`src/rtl/whack_pkg.sv`:
```
// whack_pkg: shared types and helpers for the whack-a-mole round sequencer.
// Mole codes, FSM state encoding and the whack-key compare.
package whack_pkg;

  typedef enum logic [2:0] {
    IDLE,
    GAP,
    SHOW,
    HIT,
    MISS,
    PAUSE,
    LOSE
  } state_e;

  localparam logic [2:0] MOLE_W = 3'd1;
  localparam logic [2:0] MOLE_A = 3'd2;
  localparam logic [2:0] MOLE_S = 3'd3;
  localparam logic [2:0] MOLE_D = 3'd4;
  localparam logic [2:0] MOLE_X = 3'd5;

  // key vector order is {X, D, S, A, W}
  function automatic logic [4:0] mole_mask(input logic [2:0] code);
    logic [4:0] m;
    m = 5'b00000;
    case (code)
      MOLE_W:  m = 5'b00001;
      MOLE_A:  m = 5'b00010;
      MOLE_S:  m = 5'b00100;
      MOLE_D:  m = 5'b01000;
      MOLE_X:  m = 5'b10000;
      default: m = 5'b00000;
    endcase
    return m;
  endfunction

  // returns {wrong, right} for the key edges against a mole code
  function automatic logic [1:0] key_match(
    input logic [4:0] edges,
    input logic [2:0] code
  );
    logic [4:0] m;
    m = mole_mask(code);
    return {|(edges & ~m), |(edges & m)};
  endfunction

endpackage

```
`src/rtl/whack_mole_lfsr.sv`:
```
// whack_mole_lfsr: free-running 8-bit LFSR and mole code picker.
// Never repeats the previous code and never yields 0, 6 or 7.
module whack_mole_lfsr
  import whack_pkg::*;
#(
  parameter logic [7:0] LFSR_SEED = 8'hA5
) (
  input  logic       clk,
  input  logic       rst_n,
  input  logic [2:0] prev_code,
  output logic [2:0] next_code
);

  logic [7:0] lfsr_q;
  logic [7:0] lfsr_d;
  logic [2:0] idx;
  logic [2:0] base;

  // Fibonacci step, taps 8,6,5,4
  always_comb begin
    lfsr_d = {lfsr_q[6:0],
              lfsr_q[7] ^ lfsr_q[5] ^ lfsr_q[4] ^ lfsr_q[3]};
  end

  // advance every clock so timing of the player adds entropy
  always_ff @(posedge clk or negedge rst_n) begin
    if (!rst_n) begin
      lfsr_q <= LFSR_SEED;
    end else begin
      lfsr_q <= lfsr_d;
    end
  end

  // fold 0..7 into 0..4, map to 1..5, skip the previous code
  always_comb begin
    idx = lfsr_q[2:0];
    if (idx >= 3'd5) begin
      idx = idx - 3'd5;
    end
    base = idx + 3'd1;
    next_code = base;
    if (base == prev_code) begin
      next_code = (base == MOLE_X) ? MOLE_W : base + 3'd1;
    end
  end

endmodule

```
`src/rtl/whack_round_ctrl.sv`:
```
// whack_round_ctrl: round sequencer for the whack-a-mole game.
// Times the mole window, classifies hit/miss, keeps score and pause.
module whack_round_ctrl
  import whack_pkg::*;
#(
  parameter int         TICK_DIV   = 50_000_000,
  parameter int         SHOW_TICKS = 2,
  parameter int         GAP_TICKS  = 1,
  parameter int         MAX_MISSES = 3,
  parameter logic [7:0] LFSR_SEED  = 8'hA5
) (
  input  logic       clk,
  input  logic       rst_n,
  input  logic       key_esc,
  input  logic       key_space,
  input  logic       A,
  input  logic       W,
  input  logic       S,
  input  logic       D,
  input  logic       X,
  output logic [2:0] mole_pos,
  output logic       mole_valid,
  output logic [3:0] score,
  output logic [1:0] misses,
  output logic       game_lose,
  output logic       paused,
  output logic       hit_pulse,
  output logic       led
);

  localparam int PW = (TICK_DIV > 1) ? $clog2(TICK_DIV) : 1;
  localparam logic [PW-1:0] PSC_TOP = PW'(TICK_DIV - 1);
  localparam logic [7:0] GAP_TOP  = 8'(GAP_TICKS - 1);
  localparam logic [7:0] SHOW_TOP = 8'(SHOW_TICKS - 1);
  localparam logic [1:0] MISS_TOP = 2'(MAX_MISSES);

  state_e        state_q;
  state_e        ret_q;
  logic [PW-1:0] psc_q;
  logic [PW-1:0] psc_d;
  logic [7:0]    tcnt_q;
  logic [3:0]    score_q;
  logic [1:0]    misses_q;
  logic [1:0]    misses_d;
  logic [2:0]    last_q;
  logic [2:0]    pos_q;
  logic          valid_q;
  logic          lose_q;
  logic          paused_q;
  logic          hit_q;
  logic          led_q;
  logic [4:0]    key_prev_q;
  logic          space_prev_q;

  logic [4:0] keys;
  logic [4:0] key_edge;
  logic       space_edge;
  logic       tick;
  logic       wrong;
  logic       right;
  logic [2:0] next_code;

  whack_mole_lfsr #(
    .LFSR_SEED(LFSR_SEED)
  ) u_lfsr (
    .clk      (clk),
    .rst_n    (rst_n),
    .prev_code(last_q),
    .next_code(next_code)
  );

  // key edges, prescaler step and whack classification
  always_comb begin
    keys       = {X, D, S, A, W};
    key_edge   = keys & ~key_prev_q;
    space_edge = key_space & ~space_prev_q;
    tick       = (psc_q == PSC_TOP);
    psc_d      = tick ? '0 : psc_q + PW'(1);
    {wrong, right} = key_match(key_edge, pos_q);
    misses_d   = misses_q + 2'd1;
  end

  // round FSM with timers and registered outputs
  always_ff @(posedge clk or negedge rst_n) begin
    if (!rst_n) begin
      state_q      <= IDLE;
      ret_q        <= IDLE;
      psc_q        <= '0;
      tcnt_q       <= '0;
      score_q      <= '0;
      misses_q     <= '0;
      last_q       <= '0;
      pos_q        <= '0;
      valid_q      <= 1'b0;
      lose_q       <= 1'b0;
      paused_q     <= 1'b0;
      hit_q        <= 1'b0;
      led_q        <= 1'b0;
      key_prev_q   <= '0;
      space_prev_q <= 1'b0;
    end else begin
      key_prev_q   <= keys;
      space_prev_q <= key_space;
      hit_q        <= 1'b0;
      if (key_esc) begin
        state_q  <= IDLE;
        psc_q    <= '0;
        tcnt_q   <= '0;
        score_q  <= '0;
        misses_q <= '0;
        pos_q    <= '0;
        valid_q  <= 1'b0;
        lose_q   <= 1'b0;
        paused_q <= 1'b0;
        led_q    <= 1'b0;
      end else begin
        case (state_q)
          IDLE: begin
            if (space_edge) begin
              state_q <= GAP;
              psc_q   <= '0;
              tcnt_q  <= '0;
            end
          end
          GAP: begin
            if (space_edge) begin
              ret_q    <= GAP;
              state_q  <= PAUSE;
              paused_q <= 1'b1;
            end else begin
              psc_q <= psc_d;
              if (tick) begin
                led_q <= 1'b0;
                if (tcnt_q == GAP_TOP) begin
                  state_q <= SHOW;
                  tcnt_q  <= '0;
                  pos_q   <= next_code;
                  last_q  <= next_code;
                  valid_q <= 1'b1;
                end else begin
                  tcnt_q <= tcnt_q + 8'd1;
                end
              end
            end
          end
          SHOW: begin
            if (space_edge) begin
              ret_q    <= SHOW;
              state_q  <= PAUSE;
              paused_q <= 1'b1;
              valid_q  <= 1'b0;
            end else if (wrong) begin
              state_q <= MISS;
              pos_q   <= '0;
              valid_q <= 1'b0;
            end else if (right) begin
              state_q <= HIT;
              pos_q   <= '0;
              valid_q <= 1'b0;
            end else begin
              psc_q <= psc_d;
              if (tick) begin
                led_q <= 1'b0;
                if (tcnt_q == SHOW_TOP) begin
                  state_q <= MISS;
                  pos_q   <= '0;
                  valid_q <= 1'b0;
                end else begin
                  tcnt_q <= tcnt_q + 8'd1;
                end
              end
            end
          end
          HIT: begin
            if (score_q != 4'hF) begin
              score_q <= score_q + 4'd1;
            end
            hit_q   <= 1'b1;
            led_q   <= 1'b1;
            state_q <= GAP;
            psc_q   <= '0;
            tcnt_q  <= '0;
          end
          MISS: begin
            misses_q <= misses_d;
            psc_q    <= '0;
            tcnt_q   <= '0;
            if (misses_d == MISS_TOP) begin
              lose_q  <= 1'b1;
              state_q <= LOSE;
            end else begin
              state_q <= GAP;
            end
          end
          PAUSE: begin
            if (space_edge) begin
              state_q  <= ret_q;
              paused_q <= 1'b0;
              valid_q  <= (ret_q == SHOW);
            end
          end
          LOSE: begin
            state_q <= LOSE;
          end
          default: begin
            state_q <= IDLE;
          end
        endcase
      end
    end
  end

  assign mole_pos   = pos_q;
  assign mole_valid = valid_q;
  assign score      = score_q;
  assign misses     = misses_q;
  assign game_lose  = lose_q;
  assign paused     = paused_q;
  assign hit_pulse  = hit_q;
  assign led        = led_q;

endmodule
```
`config.mk`:
```
export PLATFORM = sky130hd
export DESIGN_NAME = whack_round_ctrl
export DESIGN_NICKNAME = d
export VERILOG_FILES = /design/src/rtl/whack_pkg.sv /design/src/rtl/whack_mole_lfsr.sv /design/src/rtl/whack_round_ctrl.sv
export SDC_FILE = /design/constraint.sdc
export NUM_CORES = 1
export LEC_CHECK = 0
export ABC_AREA = 1
export CORE_ASPECT_RATIO = 0.5
export CORE_MARGIN = 2
export CORE_UTILIZATION = 55
export CTS_BUF_LIST = sky130_fd_sc_hd__clkbuf_4 sky130_fd_sc_hd__clkbuf_8
export CTS_CLUSTER_DIAMETER = 200
export DETAILED_ROUTE_END_ITERATION = 12
export PLACE_DENSITY = 0.74
export RECOVER_POWER = 50
export SLEW_MARGIN = 0
export SYNTH_ARGS = -nofsm -noshare
export SYNTH_HDL_FRONTEND = slang
export SYNTH_SLANG_ARGS = --single-unit
export TNS_END_PERCENT = 100
```
`constraint.sdc`:
```
create_clock -name clk -period 2.8 [get_ports clk]
set_input_delay 0.56 -clock clk [delete_from_list [all_inputs] [get_ports clk]]
set_output_delay 0.56 -clock clk [all_outputs]
set_load 0.005 [all_outputs]
```
==> results.py, run 1 <==
metrics = {
    "final_layout": {
        "post-route-util_pct": 64.58,
        "seq_area_um2": 1757,
        "fin_area_um2": 5185,
        "drive_gt1_share_pct": 9.985,
        "multi_input_area_um2": 2454,
        "fillerInstances": 720,
        "fin_nets": 696,
        "area_delta_synth_final_pct": 13.69,
        "insertedDiodeCount": 0,
    },
    "floorplan": {
        "die_y_um": 68.39,
        "die_w_um": 132.8,
        "die_area_um2": 9081,
        "num_io_pins": 23,
        "core-area_um2": 8029,
        "start_util_pct": 56.80,
        "rows": 23,
    },
    "logic_synthesis": {
        "synth_top_cell_by_area": "dfrtp_1",
        "syn-num-nets": 667,
        "synth_edf_count": 0,
        "synthCells": 647,
        "post-synth-top-count-cell": "nand2_1",
        "syn_avg_cell_area_um2": 7.049,
        "synth_cell_types": 44,
        "synthTopCellsByArea": "dfrtp_1 (36%), nand2_1 (16%), nand3_1 (6.9%)",
        "synth_area_um2": 4561,
        "ys_ff_latch": 70,
        "yosys.area.top_type_share_pct": 36.21,
        "async_reset_ff_share_pct": 100.0,
        "yosysWarnings": 0,
        "synth_common_cells": "nand2_1 (192), nor2_1 (70), dfrtp_1 (66)",
        "yosysSeqAreaShare_pct": 38.52,
        "synthFlopType": "dfrtp_1",
    },
    "grt": {
        "grt.total_usage_pct": 26.67,
        "gr-total-overflow": 0,
        "grt_pass1_wl_um": 18740,
        "grt_pass1_vias": 3951,
        "antenna_found_initial": 0,
        "grt_max_degree": 37,
    },
    "placed_design": {
        "dpl.hpwl_um": 8034,
        "dp_slack_ns": 0.1229,
        "placed_area_um2": 4911,
        "numPortBuffers": 22,
        "gp_congestion": 0.9925,
    },
    "clock_network": {
        "tritoncts": "yes",
        "clk_path_buf_depth": 2,
        "clk_latency_ns": 0.37,
        "clkTransAtPathRegs_ns": 0.08,
        "htreeDepth": 3,
        "cts_sinks": 70,
        "cts_root_buf": "clkbuf_8",
        "postCtsHoldBufs": 0,
        "cts_buffers": 9,
    },
    "pwr": {
        "peakVddDrop_mv": 0.3098,
        "p_per_area_nw_per_um2": 631.0,
        "total_power_uw": 3272,
        "p_leak_uw": 0.002392,
    },
    "sta": {
        "slew_headroom_pct": -34.61,
        "finClkSkew_ns": 0.01555,
        "finalCriticalPeriod_ns": 2.606,
        "hold_viol": 0,
        "drv_slew": 72,
        "rsz0062_at_grt": "false",
        "worst_slew_pin_slew_ns": 2.019,
        "setup_slack_ns": 0.1944,
        "finalCritPeriodShare_pct": 93.06,
        "setup_viol": 0,
        "final.setup.tns_ns": 0,
        "timing.fmax_mhz": 383.8,
    },
    "drt": {
        "vias": 4221,
        "drc": 0,
        "wl_per_cell_um": 13.88,
        "antenna_left": 0,
        "firstDrtPassIters": 5,
        "viasPerCell": 5.323,
        "drtIter0Drc": 373,
        "drt_wl_total_um": 11010,
    },
    "worst_setup_path": {
        "endpoint_kind": "flop",
        "critPathKind": "flop to flop",
        "arrival_ns": 2.86,
        "worstPathRequired_ns": 3.06,
        "critical_path.max_fanout": 4,
        "cp-start-kind": "flop",
    },
    "outcome": {
        "status": "finished, violations left",
        "violations": "max-capacitance violations, max-slew violations",
    },
    "hold_path": {
        "hp-class": "flop to flop",
    },
    "job": {
        "maxCapViolCount": 2,
    },
}
## critical path, stage by stage, from the launching register on
cell and delay (ns):
dfstp_2 0.57, inv_2 0.05, ha_1 0.27, or2_2 0.29
o21ai_0 0.16, ha_2 0.27, nand3_1 0.13, nand2_2 0.14
xor2_2 0.21, buf_4 0.15, nand3_1 0.06, nand3_1 0.12
nand2_1 0.06
## registers in the layout, indices dropped and copies added (netlist names)
signal,flops
tcnt_q,8
led,1
ret_q,2
last_q,3
misses,2
state_q,3
game_lose,1
psc_q,26
hit_pulse,1
mole_valid,1
u_lfsr.lfsr_q,8
mole_pos,3
key_prev_q,5
score,4
paused,1
space_prev_q,1
## report_power, final
group | total [uW] | switching (uW) | leakage [uW] | internal, uW
clock network | 1060 | 398 | 0.000131 | 661
logic | 1060 | 756 | 0.00132 | 301
registers | 1160 | 69.3 | 0.000941 | 1090
total | 3270 | 1220 | 0.00239 | 2050
## repair_timing
action | CTS | global route
setup buffers | 0 | 1
endpoints found under the setup margin | 0 | 6
resized for setup | 0 | 5
## stage by stage
stage | instances | hold WS, ns
2_1_floorplan | 647 | 0.2644
3_3_place_gp | 776 | 0.3405
3_5_place_dp | 776 | 0.3392
6_report | 793 | 0.3649
4_1_cts | 792 | 0.2275
5_1_grt | 793 | 0.3799
## final timing paths
path | startpoint | to | slack [ns] | depth (start not counted)
min reg2reg | u_lfsr.lfsr_q[6] | u_lfsr.lfsr_q[7] | 0.36 | 0
min in group asynchronous | rst_n | misses[0] | 0.79 | 2
max in group asynchronous | rst_n | psc_q[24] | 0.75 | 2
max | u_lfsr.lfsr_q[0] | mole_pos[2] | 0.19 | 12
max reg2reg | u_lfsr.lfsr_q[0] | mole_pos[2] | 0.19 | 12
min | u_lfsr.lfsr_q[6] | u_lfsr.lfsr_q[7] | 0.36 | 0
## layout make-up
type                    instances  share of cell area (%)
well taps                     112                   2.703
clock inverters                 3                   1.737
clock buffers                  13                   3.209
inverters                      79                   5.767
repair buffers                 30                   5.381
flip-flops and latches         70                   33.88
multi-input cells             486                   47.32
## per-layer routing
metal  vias up  GRT usage (%)  wire length (um)
met1      1946          34.23              5172
li1       2150              -                 -
met2       110          44.88              5096
met3        15          6.148               567
met4         0          10.62               173
met5         -              0                 0
## kinds of logic after synthesis
family,share of synthesized area (%)
AND/OR/NAND/NOR,37.94
buffers and inverters,8.093
XOR/XNOR,3.841
adder cells (fa/ha/maj),3.018
flip-flops,38.52
AO/OA/AOI/OAI,8.587
## cells in the final DEF, fill, tap and decap left out, types with 4 or more instances in the layout
cell	netlist	final
a21oi_1	12	12
nor2_2	5	5
buf_4	2	5
nor3_1	23	23
o21ai_1	16	16
inv_1	64	64
dfrtp_1	66	66
nand2_2	4	6
inv_2	11	11
nand2_1	192	190
ha_1	11	10
nand4_1	17	17
a211oi_1	4	4
clkbuf_8	0	11
o21ai_0	17	17
nand3_1	63	63
clkdlybuf4s50_1	0	21
xor2_1	17	16
nor2_1	70	70
Note: power is estimated with default switching activity, not from simulation.
==> inputs of run 2 (changes only) <==
- HOLD_SLACK_MARGIN: unset -> 0.02
==> results of run 2 <==
Final layout, timing and power as in run 1 (identical DEF).
==> inputs of run 3 (changes only) <==
- CTS_BUF_LIST: sky130_fd_sc_hd__clkbuf_4 sky130_fd_sc_hd__clkbuf_8 -> sky130_fd_sc_hd__clkbuf_8
==> run 3 against run 2 <==
Net effect:
- the flow still finishes with violations (max-capacitance violations, max-slew violations)
- via count rose by 0.50%
- setup slack got worse by 0.0043 ns
- power fell by 0.88%
- global-route usage did not move
- design area fell by 0.14%
- maximum frequency fell by 0.17%
- count of clock-buffer cells in the layout fell by 2
- non-clock buffer count did not move
- clock skew barely moved
- clock power barely moved
- combinational power barely moved
- critical path type unchanged
==> results.py, run 3 (synthesis results as in run 1) <==
metrics = {
    "outcome": {
        "status": "finished, violations left",
        "violations": "max-capacitance violations, max-slew violations",
    },
    "drt": {
        "antenna_left": 0,
        "wl_per_cell_um": 13.91,
        "vias": 4242,
        "drc": 0,
        "drt_wl_total_um": 11030,
        "drtIter0Drc": 372,
        "viasPerCell": 5.349,
        "firstDrtPassIters": 5,
    },
    "pwr": {
        "swShare_pct": 37.65,
        "power.share.combinational_pct": 32.6,
        "p_leak_uw": 0.002393,
        "power_frac_seq_pct": 35.6,
        "p_switching_uw": 1221,
        "p_per_area_nw_per_um2": 626.3,
        "pwr-share-clk_pct": 31.8,
        "peakVddDrop_mv": 0.3102,
        "intPower_uw": 2022,
    },
    "placed_design": {
        "dp.cells": 776,
        "gp_congestion": 0.9925,
        "dp_slack_ns": 0.1229,
        "numPortBuffers": 22,
        "dpl.hpwl_um": 8034,
    },
    "sta": {
        "finalCriticalPeriod_ns": 2.610,
        "timing.fmax_mhz": 383.2,
        "rsz0062_at_grt": "false",
        "hold_viol": 0,
        "slew_headroom_pct": -34.51,
        "finalCritPeriodShare_pct": 93.21,
        "drv_slew": 72,
        "setup_viol": 0,
        "final.setup.tns_ns": 0,
        "finClkSkew_ns": 0.01580,
        "worst_slew_pin_slew_ns": 2.018,
        "setup_slack_ns": 0.1901,
    },
    "floorplan": {
        "core-area_um2": 8029,
        "die_y_um": 68.39,
        "die_area_um2": 9081,
        "num_io_pins": 23,
        "rows": 23,
        "die_w_um": 132.8,
        "start_util_pct": 56.80,
    },
    "final_layout": {
        "insertedDiodeCount": 0,
        "final_cell_mix": "nand2_1 (190), nor2_1 (70), inv_1 (66), dfrtp_1 (66), nand3_1 (63)",
        "drive_gt1_share_pct": 9.692,
        "post-route-util_pct": 64.49,
        "area_delta_synth_final_pct": 13.53,
        "top_regs": "psc_q: 26 flops, tcnt_q: 8 flops, u_lfsr.lfsr_q: 8 flops",
        "fin_nets": 696,
        "stdcell_count": 793,
        "largest_reg_flops": 26,
        "largest_register": "psc_q",
        "layout.cells.most_common": "nand2_1",
    },
    "hold_path": {
        "hp-class": "flop to flop",
        "worstHoldEndpoint": "u_lfsr.lfsr_q[7]",
        "hp-start": "u_lfsr.lfsr_q[6]",
        "min_delay_path_depth": 0,
    },
    "worst_setup_path": {
        "worstPathRequired_ns": 3.05,
        "r2r_cells": 12,
        "endpoint_kind": "flop",
        "r2r-end": "mole_pos[2]",
        "cp-start-kind": "flop",
        "r2r-start": "u_lfsr.lfsr_q[0]",
        "worstSetupStartpoint": "u_lfsr.lfsr_q[0]",
        "critPathKind": "flop to flop",
        "critical_path.max_fanout": 4,
        "ff2ff_setup_slack_ns": 0.19,
        "arrival_ns": 2.86,
    },
    "clock_network": {
        "clk_latency_ns": 0.37,
        "tritoncts": "yes",
        "cts_sinks": 70,
        "cts_root_buf": "clkbuf_8",
        "htreeDepth": 3,
        "postCtsHoldBufs": 0,
        "cts_buffers": 9,
        "clkTransAtPathRegs_ns": 0.08,
        "clk_path_buf_depth": 2,
    },
    "grt": {
        "grt_pass1_vias": 3952,
        "gr-total-overflow": 0,
        "grt_max_degree": 37,
        "grt.total_usage_pct": 26.67,
        "grt_pass1_wl_um": 18740,
        "antenna_found_initial": 0,
    },
    "job": {
        "maxCapViolCount": 2,
    },
}
-- run 3: cell types whose count changed in the layout (fill, tap and decap cells not counted), sizes merged --
cell,before,now
clkbuf,16,14
inv,76,78
-- run 3: power by group through the flow --
stage,sequential (uW),combinational (uW),clock (uW)
after floorplan,1160,780,0
after CTS,1160,1060,1060
after detailed placement,1170,1060,0
after global placement,1170,1050,0
final,1160,1060,1030
after global routing,1170,1170,1090
-- run 3: cell type report --
class	instances	area, um2
sequential	70	1757
clock buffer	11	151.4
inverter	79	299.0
timing repair buffer	30	279.0
clock inverter	5	97.59
fill	723	2851
tap	112	140.1
multi-input combinational	486	2454
-- run 3: stage by stage --
stage	hold WS [ns]	instance area [um2]	total power (uW)
2_1_floorplan	0.2644	4561	1943
3_3_place_gp	0.3405	4911	2223
3_5_place_dp	0.3392	4911	2236
4_1_cts	0.2275	5160	3275
5_1_grt	0.3799	5177	3431
6_report	0.3647	5177	3243
-- run 3: how the worst max path moves through the flow --
| stage | endpoint | slack [ns] |
|---|---|---|
| 2_1_floorplan | last_q[0] | 0.42 |
| 3_3_place_gp | last_q[0] | 0.32 |
| 3_5_place_dp | last_q[0] | 0.12 |
| 4_1_cts | last_q[0] | 0.12 |
| 5_1_grt | last_q[2] | 0.007 |
| 6_report | mole_pos[2] | 0.19 |
-- run 3: worst max-delay path: stages (launching register included) --
cell and delay (ns):
dfstp_2 0.57, inv_2 0.05, ha_1 0.27, or2_2 0.29
o21ai_0 0.16, ha_2 0.27, nand3_1 0.13, nand2_2 0.14
xor2_2 0.21, buf_4 0.15, nand3_1 0.06, nand3_1 0.12
nand2_1 0.06
-- run 3: per-layer routing --
metal,global-route usage [%],up-vias,share of wire [%]
li1,-,2152,-
met1,34.23,1961,47
met2,44.88,114,46
met3,6.148,15,5.4
met4,10.62,0,1.6
met5,0,-,0
-- run 3: what timing repair did --
action                     4_1_cts  5_1_grt
hold endpoints to repair         0        0
setup endpoints to repair        0        6
gates resized for setup          0        5
buffers inserted                 0        1
